===== src/rtl/ptosda_tx.sv =====
// ptosda_tx - parallel-to-serial transmitter for the two-wire scl/sda link
// that feeds the 4-bit-to-16-line one-hot decoder.
//
// A 4-bit code accepted on the din/din_valid/din_ready handshake becomes one
// frame: setup (S0), start (S1), four data bits MSB first (L/H phase pairs),
// then P0/P1 and the stop edge (P2). Every phase lasts TICK_DIV clk cycles.
// scl and sda are registered and derived from the *next* state, so each
// output changes exactly on a phase boundary.
//
// Optional build macro: PTOSDA_PARITY_EN inserts an even-parity bit (phases
// PL/PH) between the last data bit and P0.
//
// Ports:
//   clk        system clock, rising edge
//   rst        synchronous reset, active high
//   din        code to transmit, sampled on accept
//   din_valid  din holds a code to send
//   din_ready  block can accept a code this cycle
//   scl        serial clock line (a data signal here, not a clock)
//   sda        serial data line
//   busy       frame in progress
//   done       one-cycle pulse when the frame ends
module ptosda_tx #(
  parameter int TICK_DIV = 4
) (
  input  logic       clk,
  input  logic       rst,
  input  logic [3:0] din,
  input  logic       din_valid,
  output logic       din_ready,
  output logic       scl,
  output logic       sda,
  output logic       busy,
  output logic       done
);

  localparam int CW = (TICK_DIV > 1) ? $clog2(TICK_DIV) : 1;
  localparam logic [CW-1:0] CNT_MAX = CW'(TICK_DIV - 1);

  typedef enum logic [4:0] {
    IDLE, S0, S1,
    B3L, B3H, B2L, B2H, B1L, B1H, B0L, B0H,
`ifdef PTOSDA_PARITY_EN
    PL, PH,
`endif
    P0, P1, P2
  } state_t;

  state_t          state_q, state_d;
  logic [CW-1:0]   cnt_q, cnt_d;
  logic [3:0]      shift_q, shift_d;
  logic            scl_q, scl_d;
  logic            sda_q, sda_d;
  logic            ready_q, ready_d;
  logic            busy_q, busy_d;
  logic            done_q, done_d;
`ifdef PTOSDA_PARITY_EN
  logic            par_q, par_d;
`endif

  function automatic state_t next_phase(input state_t s);
    case (s)
      S0:      return S1;
      S1:      return B3L;
      B3L:     return B3H;
      B3H:     return B2L;
      B2L:     return B2H;
      B2H:     return B1L;
      B1L:     return B1H;
      B1H:     return B0L;
      B0L:     return B0H;
`ifdef PTOSDA_PARITY_EN
      B0H:     return PL;
      PL:      return PH;
      PH:      return P0;
`else
      B0H:     return P0;
`endif
      P0:      return P1;
      P1:      return P2;
      default: return IDLE;
    endcase
  endfunction

  logic phase_end;
  assign phase_end = (cnt_q == CNT_MAX);

  always_comb begin
    state_d = state_q;
    cnt_d   = cnt_q;
    shift_d = shift_q;
    done_d  = 1'b0;
`ifdef PTOSDA_PARITY_EN
    par_d   = par_q;
`endif

    if (state_q == IDLE) begin
      if (din_valid && ready_q) begin
        state_d = S0;
        cnt_d   = '0;
        shift_d = din;
`ifdef PTOSDA_PARITY_EN
        par_d   = ^din;
`endif
      end
    end else if (phase_end) begin
      cnt_d   = '0;
      state_d = next_phase(state_q);
      // Move the next bit into shift_q[3] as scl falls into the next L phase.
      if (state_q == B3H || state_q == B2H || state_q == B1H)
        shift_d = {shift_q[2:0], 1'b0};
      if (state_q == P2)
        done_d = 1'b1;
    end else begin
      cnt_d = cnt_q + CW'(1);
    end

    // Line levels follow the state being entered so they are registered
    // together with it; sda only moves with scl high at S1 and P2 entry.
    scl_d = 1'b1;
    sda_d = 1'b1;
    case (state_d)
      S1:                     begin scl_d = 1'b1; sda_d = 1'b0;       end
      B3L, B2L, B1L, B0L:     begin scl_d = 1'b0; sda_d = shift_d[3]; end
      B3H, B2H, B1H, B0H:     begin scl_d = 1'b1; sda_d = shift_d[3]; end
`ifdef PTOSDA_PARITY_EN
      PL:                     begin scl_d = 1'b0; sda_d = par_q;      end
      PH:                     begin scl_d = 1'b1; sda_d = par_q;      end
`endif
      P0:                     begin scl_d = 1'b0; sda_d = 1'b0;       end
      P1:                     begin scl_d = 1'b1; sda_d = 1'b0;       end
      default:                begin scl_d = 1'b1; sda_d = 1'b1;       end
    endcase

    ready_d = (state_d == IDLE);
    busy_d  = (state_d != IDLE);
  end

  always_ff @(posedge clk) begin
    if (rst) begin
      state_q <= IDLE;
      cnt_q   <= '0;
      shift_q <= '0;
      scl_q   <= 1'b1;
      sda_q   <= 1'b1;
      ready_q <= 1'b1;
      busy_q  <= 1'b0;
      done_q  <= 1'b0;
`ifdef PTOSDA_PARITY_EN
      par_q   <= 1'b0;
`endif
    end else begin
      state_q <= state_d;
      cnt_q   <= cnt_d;
      shift_q <= shift_d;
      scl_q   <= scl_d;
      sda_q   <= sda_d;
      ready_q <= ready_d;
      busy_q  <= busy_d;
      done_q  <= done_d;
`ifdef PTOSDA_PARITY_EN
      par_q   <= par_d;
`endif
    end
  end

  assign din_ready = ready_q;
  assign busy      = busy_q;
  assign done      = done_q;
  assign scl       = scl_q;
  assign sda       = sda_q;

endmodule

===== config.mk =====
export PLATFORM = sky130hd
export DESIGN_NAME = ptosda_tx
export DESIGN_NICKNAME = d
export VERILOG_FILES = /design/src/rtl/ptosda_tx.sv
export SDC_FILE = /design/constraint.sdc
export NUM_CORES = 1
export LEC_CHECK = 0
export ABC_AREA = 1
export ABC_CLOCK_PERIOD_IN_PS = 3900
export CAP_MARGIN = 20
export CELL_PAD_IN_SITES_DETAIL_PLACEMENT = 1
export CELL_PAD_IN_SITES_GLOBAL_PLACEMENT = 1
export CORE_MARGIN = 2
export CORE_UTILIZATION = 42
export DETAILED_ROUTE_END_ITERATION = 10
export PLACE_DENSITY = 0.83
export SKIP_CTS_REPAIR_TIMING = 1
export SYNTH_ARGS = -nofsm -noshare
export SYNTH_HDL_FRONTEND = slang
export SYNTH_SLANG_ARGS = --single-unit

===== constraint.sdc =====
create_clock -name clk -period 3.9 [get_ports clk]
set_clock_uncertainty 0.15 [all_clocks]
set_input_delay 0.78 -clock clk [delete_from_list [all_inputs] [get_ports clk]]
set_output_delay 0.78 -clock clk [all_outputs]
set_load 0.02 [all_outputs]

==> results.md, run 1 <==
Min path:
- The critical hold path startpoint is cnt_q[1]$_SDFFE_PP0P_.
- Counting instances, the worst hold path has a depth of 2.
- The path category of the worst min-delay check is flop to flop.
- The path with the worst hold slack has its endpoint at cnt_q[1]$_SDFFE_PP0P_.

Placement:
- The wire-length estimate of the detail-placed layout is about 2.1 mm.
- In this run the cell area measured after placement is about 1200 µm².
- The worst setup slack before clock tree synthesis is 1.08 ns.
- After detailed placement, the design holds a cell count of 194.
- The placer's final routability congestion estimate is 0.854.
- Buffers placed on the I/O ports in this run total 11.

Yosys:
- The cell count after synthesis is 154.
- After synthesis, the cell types taking the most area are sky130_fd_sc_hd__dfxtp_1 36%, sky130_fd_sc_hd__nand2_1 15%, sky130_fd_sc_hd__nand3_1 6.4%, sky130_fd_sc_hd__ha_1 5.7%, sky130_fd_sc_hd__nor2_1 4.4%.
- Yosys printed 0 warnings.
- The share of synthesized area in the top cell type comes to 0.365.
- The share of the synthesized area in compound gates (AO/OA/AOI/OAI) is 0.100.
- The number of nets handed over by synthesis was between 150 and 200.
- Of the total synthesized cell area, the portion taken by full adders, half adders and majority gates is 0.0570.
- The share of synthesized area spent on multiplexers is 0.
- Of the total synthesized cell area, the portion taken by AND, OR, NAND and NOR gates is 0.413.
- The largest total area in the synthesized netlist belongs to sky130_fd_sc_hd__dfxtp_1.
- The combinational family with the most area after synthesis is simple AND/OR/NAND/NOR gates.
- The netlist uses 28 different library cells.
- The post-synthesis sequential element count is 20.
- The combined area of all synthesized cells is 1100 µm².
- The share of the Yosys chip area taken by registers is 0.365.
- The average instance in the mapped netlist occupies 7.13 µm².
- Of the total synthesized cell area, the portion taken by XOR and XNOR cells is 0.

Setup path:
- The type of the worst setup path is input pin to flop.
- The nature of the critical path endpoint is a flop.
- STA puts the critical path data arrival time at between 2 and 3 ns.
- The number of cells on the worst reg-to-reg path is 12.
- The required time of the critical path is slightly below 4 ns.
- The launch instance of the worst register-to-register path is cnt_q[0]$_SDFFE_PP0P_.
- The worst setup path is launched from an input pin.
- The setup slack on the worst flop-to-flop path is 1.59 ns.
- Along the worst path, the maximum fanout reaches 15.

Cells and area:
- The layout filler cell count is 331.
- The area growth from synthesis to layout is 15.2%.
- The ratio of cells with drive above 1 in the final layout is 0.162.
- Leaving out fill and tap cells, the most frequent cells in the layout are 44 x sky130_fd_sc_hd__nand2_1, 20 x sky130_fd_sc_hd__dfxtp_1, 14 x sky130_fd_sc_hd__nand3_1.
- The antenna diode instance count is 0.
- The leading cell type in the layout, fill and taps excluded is sky130_fd_sc_hd__nand2_1.
- For this run, the number of standard cells in the final layout without fillers is between 150 and 200.
- For this run, the post-layout net count is 181.
- The finished cells cover 1260 µm².

Drt:
- The first TritonRoute pass finished after 4 iterations.
- In the final routed layout, each cell accounts on average for roughly 13 µm.
- The number of vias per cell after detailed routing is 5.13.
- The count of nets left with antenna violations once routing finished came out at 0.
- The sum of routed wire length over all layers is between 2 and 3 mm.
- The count of unresolved DRC violations after routing is 0.
- Detailed routing inserted a total of 1011 vias.
- The DRC marker count from the first detailed-route iteration is 20.

Die:
- The count of pins on the block boundary is 12.
- The floorplan die area is 3040 µm².
- For this configuration, the core starts out at a cell density of 0.443.
- After floorplanning, the core was divided into 18 placement rows.
- The area of the core is between 2000 and 2500 µm².
- The die is 55.1 µm wide.
- In this run the vertical extent of the chip is 55.1 µm.

Timing:
- The hold violation total from the final report is 0.
- The minimum clock period is 2.50 ns.
- At the pin with the least slew margin, the transition time is 0.655 ns.
- The post-route fraction of the period consumed by the critical path is 0.642.
- The final number of max-transition violations is 0.
- Once routing completed, OpenROAD measured the worst setup slack at 1.40 ns.
- Setup violations remaining at the end of the flow were counted as 0.
- Setup repair after global routing left no endpoint under its margin.
- The sum of negative setup slack is 0 ns.
- Headroom to the max-slew limit came out at 0.562.
- Timing would allow up to 0.399 GHz.

Global route:
- The global-route total usage across every layer is 0.198.
- The via count of the first global-routing pass is 964.
- The total overflow left after global routing is 0.
- The initial antenna violation count is 0.
- The maximum number of pins on one net before global-route repair is 16.
- The global-route wire length before repair is between 4 and 5 mm.

CTS:
- The root buffer cell chosen for the clock tree is sky130_fd_sc_hd__clkbuf_4.
- After clock tree synthesis, the clock-pin slew on the worst setup and hold paths is 0.11 ns.
- Buffers inserted during clock tree synthesis total 3.
- The longest clock path from root to sink contains 2 buffers.
- At the later pin of the worst-skew pair, clock insertion delay measures 0.30 ns.
- TritonCTS built the clock tree.
- The number of sinks on the clock net is 20.
- CTS built an H-tree with a depth of 1.

Flow run:
- Across the run, the number of max-cap violations was 0.

Run status:
- The run finished with clean final reports.

Power and ir drop:
- The static leakage is roughly 0.00059 µW.
- The power density normalized to cell area is 307 nW/µm².
- The maximum VDD drop is about 0.18 mV.
cells in the mapped netlist:
master	instances
sky130_fd_sc_hd__nor3_1	3
sky130_fd_sc_hd__o311ai_1	1
sky130_fd_sc_hd__nand2_4	1
sky130_fd_sc_hd__inv_2	7
sky130_fd_sc_hd__nand3_4	1
sky130_fd_sc_hd__nor3_2	1
sky130_fd_sc_hd__a31o_1	1
sky130_fd_sc_hd__o21a_1	1
sky130_fd_sc_hd__a21oi_1	4
sky130_fd_sc_hd__o21ai_0	3
sky130_fd_sc_hd__or2_2	1
sky130_fd_sc_hd__nand4_1	2
sky130_fd_sc_hd__nand2_2	5
sky130_fd_sc_hd__ha_1	5
sky130_fd_sc_hd__inv_1	11
sky130_fd_sc_hd__nand2_1	44
sky130_fd_sc_hd__o21ai_1	2
sky130_fd_sc_hd__clkbuf_1	1
sky130_fd_sc_hd__dfxtp_1	20
sky130_fd_sc_hd__o211ai_2	1
sky130_fd_sc_hd__a31oi_1	2
sky130_fd_sc_hd__nor2_2	4
sky130_fd_sc_hd__a22oi_1	1
sky130_fd_sc_hd__nor2_1	13
sky130_fd_sc_hd__nor2_4	3
sky130_fd_sc_hd__nand3_1	14
sky130_fd_sc_hd__nor4_1	1
sky130_fd_sc_hd__a211oi_1	1
worst max-delay path by stage:
stage | from | endpoint | slack [ns] | depth (start not counted)
final | rst | flop | 1.40 | 7
after global routing | rst | flop | 1.26 | 7
after CTS | rst | flop | 1.38 | 7
after detailed placement | rst | flop | 1.08 | 7
after global placement | rst | flop | 1.16 | 7
after floorplan | din_valid | flop | 1.82 | 9
routing by layer:
layer	part of all wire	track usage	vias up
met5	0	0	-
met4	0.017	0.0976	0
met3	0.0086	0.0161	4
met2	0.49	0.343	7
met1	0.48	0.246	471
li1	-	-	529
power breakdown:
group	total, µW	switching, µW	internal (µW)
logic	71.1	43.9	27.2
clock network	95.5	59.5	36.0
registers	221	6.55	214
total	387	110	278
metrics by stage:
stage | power (µW) | util | hold slack, ns
finish | 387 | 0.510 | 0.323
global route | 413 | 0.510 | 0.364
CTS | 392 | 0.510 | 0.330
detailed placement | 298 | 0.501 | 0.314
global placement | 295 | 0.501 | 0.308
floorplan | 272 | - | 0.289
area by class of cell:
type                    instances  area (µm²)  area share
well taps                      30        37.5      0.0297
clock buffers                   3        22.5      0.0178
flip-flops and latches         20         400       0.317
inverters                      18        67.6      0.0535
multi-input cells             115         626       0.495
repair buffers                 11         110      0.0871
critical path, stage by stage:
cell,delay (ns)
sky130_fd_sc_hd__clkdlybuf4s50_1,0.74
sky130_fd_sc_hd__nor2_1,0.38
sky130_fd_sc_hd__inv_1,0.08
sky130_fd_sc_hd__ha_1,0.20
sky130_fd_sc_hd__nor2_1,0.12
sky130_fd_sc_hd__nor2_1,0.07
sky130_fd_sc_hd__a31o_1,0.18
cell families after synthesis:
| kind of cell | after synthesis |
|---|---|
| AND/OR/NAND/NOR | 93 |
| flip-flops | 20 |
| buffers and inverters | 19 |
| AO/OA/AOI/OAI | 17 |
| adder cells (fa/ha/maj) | 5 |
No activity file was read; power rests on OpenSTA's default activity.
==> inputs of run 2 (changes only) <==
Settings changed: ABC_CLOCK_PERIOD_IN_PS 3900 to 2600, CORE_UTILIZATION 42 to 39, PLACE_DENSITY 0.83 to 0.78.
Clock period 3.9 ns to 2.6 ns, I/O delays scaled along.
==> run 2 against run 1 <==
  * Critical path depth is 5 higher
  * Cell area is 1.8% higher
  * Sequential cell count stayed put
  * Largest cell class unchanged
==> results.md, run 2 (synthesized netlist as in run 1, its figures left out) <==
Die:
- The count of pins on the block boundary is 12.
- The die boundary width is 57.0 µm.
- The die outline height is 57.0 µm.
- The area of the core is roughly 2700 µm².
- The floorplan die area is 3250 µm².
- The row count is 19.
- The initial utilization of the core area, before any placement, comes to 0.405.

Timing:
- The sum of negative setup slack is 0 ns.
- The routed design could run at a clock period as short as 2.35 ns.
- The final number of max-transition violations is 0.
- The slew at the pin closest to its max-slew limit is 0.338 ns.
- Headroom to the max-slew limit came out at 0.773.
- Static timing analysis puts the maximum clock frequency at 0.425 GHz.
- The least setup slack across all paths after layout is around 0.25 ns.
- Of the available clock period, the critical path in the final layout requires 0.904.
- Setup violations remaining at the end of the flow were counted as 0.
- The hold violation total from the final report is 0.
- Setup repair after global routing left no endpoint under its margin.

Global route:
- The via count of the first global-routing pass is just over 1000.
- The initial antenna violation count is 0.
- The aggregate global routing overflow is 0.
- The first global-routing pass estimated 4.57 mm of wire.
- Entering global routing, the biggest net connects 14 pins.
- In the global route stage, overall resource usage came out at 0.181.

CTS:
- The register clock-pin slew on the reported worst setup and hold paths is 0.11 ns.
- Clock tree synthesis selected as its root buffer the cell sky130_fd_sc_hd__clkbuf_4.
- The clock passes through at most 2 buffers.
- The CTS tree is yes.
- Buffers inserted during clock tree synthesis total 3.
- For this design, the sink count on the clock tree is 20.
- In this run the number of H-tree levels came out at 1.
- The clock latency on the worst-skew pair is 0.30 ns.

Power and ir drop:
- The power density normalized to cell area is 480 nW/µm².
- The analysis attributes to net switching a power of between 150 and 200 µW.
- The maximum VDD drop is 0.303 mV.
- The relative contribution of the clock network to total power is 0.286.
- The fraction of power consumed by sequential logic is 0.537.
- Cell internal power was estimated by the tool at 449 µW.
- Of the total power, the share spent switching nets is 0.272.
- Summed over all cells, the static leakage comes to 0.000598 µW.
- The combinational fraction of design power is 0.177.

Drt:
- The post-route antenna net violation count is 0.
- For this run, design rule violations remaining after detail routing come to 0.
- After detailed routing, the number of vias per cell comes to 5.11.
- The sum of routed wire length over all layers is around 2.7 mm.
- The detailed router finished its first iteration with 20 violations.
- The detailed-routing iteration count for the pre-antenna-repair pass is 4.
- Across all layers, the routed design uses slightly above 1000 vias.
- Dividing the detail-routed wire length by the instance count gives 13.5 µm.

Setup path:
- Data on the critical path is required at its endpoint by roughly 2.6 ns.
- STA classifies the critical path endpoint as a flop.
- STA puts the critical path data arrival time at 2.39 ns.
- The largest fanout of any net on the critical path is 8.
- The critical path launch point type is a flop.
- The type of the worst setup path is flop to flop.
- The setup slack on the worst flop-to-flop path is between 0.2 and 0.25 ns.

Cells and area:
- The library cell used most frequently in the layout, excluding fill and tap cells, is sky130_fd_sc_hd__nand2_1.
- Of the cells placed in the final design, the portion with a size suffix greater than 1 is 0.172.
- The fraction of the core area covered by cells at the end of the flow is 0.475.
- The final net count is approximately 180.
- Leaving out fill and tap cells, the most frequent cells in the layout are 44 x sky130_fd_sc_hd__nand2_1, 20 x sky130_fd_sc_hd__dfxtp_1, 14 x sky130_fd_sc_hd__nand3_1.
- The repair_antennas step left the layout with diodes totalling 0.
- The area overhead of the layout relative to synthesis is 17.2%.

Placement:
- Before CTS, the worst setup slack after placement is 0.175 ns.
- During placement, the flow inserted port buffers numbering 11.
- The detailed placer's ending HPWL is 2.18 mm.
- Routability-driven placement finished with a final weighted congestion of 0.774.

Min path:
- The path category of the worst min-delay check is flop to flop.

Run status:
- The flow ran to the end, and the final reports show no timing, DRC or antenna violations.

Flow run:
- The tool flagged a number of max-cap violations equal to 0.
==> run 2: per-layer routing <==
layer  track usage  part of all wire  up-vias
met5             0                 0        -
met4        0.0698             0.015        0
met3        0.0272             0.012        4
met2         0.323              0.51        7
met1         0.217              0.46      483
li1              -                 -      527
==> run 2: final timing paths <==
kind,cells past startpoint,to,from
setup / recovery,12,flop,cnt_q[0]$_SDFFE_PP0P_
hold / removal,2,shift_q[0]$_SDFFE_PP0P_,shift_q[0]$_SDFFE_PP0P_
setup reg to reg,12,flop,cnt_q[0]$_SDFFE_PP0P_
hold reg to reg,2,shift_q[0]$_SDFFE_PP0P_,shift_q[0]$_SDFFE_PP0P_
==> run 2: critical path: stages, from the launching register on <==
cell                      delay (ns)
sky130_fd_sc_hd__dfxtp_1        0.38
sky130_fd_sc_hd__ha_1           0.29
sky130_fd_sc_hd__inv_2          0.12
sky130_fd_sc_hd__nor2_2         0.12
sky130_fd_sc_hd__nand2_1        0.06
sky130_fd_sc_hd__nand2_1        0.07
sky130_fd_sc_hd__nand2_2        0.12
sky130_fd_sc_hd__nor2_1         0.28
sky130_fd_sc_hd__inv_1          0.08
sky130_fd_sc_hd__ha_1           0.21
sky130_fd_sc_hd__nor2_1         0.11
sky130_fd_sc_hd__nor2_1         0.06
sky130_fd_sc_hd__a31o_1         0.18
==> run 2: cell type report <==
class	instances	area (µm²)
tap	31	38.8
fill	369	1420
clock buffer	4	36.3
sequential	20	400
multi-input combinational	115	626
inverter	18	67.6
timing repair buffer	12	118
==> run 2: per-stage QoR <==
stage	instance area (µm²)	hold slack, ns	total power (µW)	cells
global route	1290	0.355	644	200
CTS	1290	0.334	624	200
finish	1290	0.333	617	200
floorplan	1100	0.289	409	154
global placement	1250	0.303	444	196
detailed placement	1250	0.316	450	196
==> run 2: power groups by stage <==
stage | clock network (µW) | logic (µW) | registers (µW)
finish | 176 | 109 | 332
global route | 188 | 123 | 334
floorplan | 0 | 67.8 | 341
detailed placement | 0 | 111 | 339
global placement | 0 | 106 | 338
CTS | 181 | 111 | 332
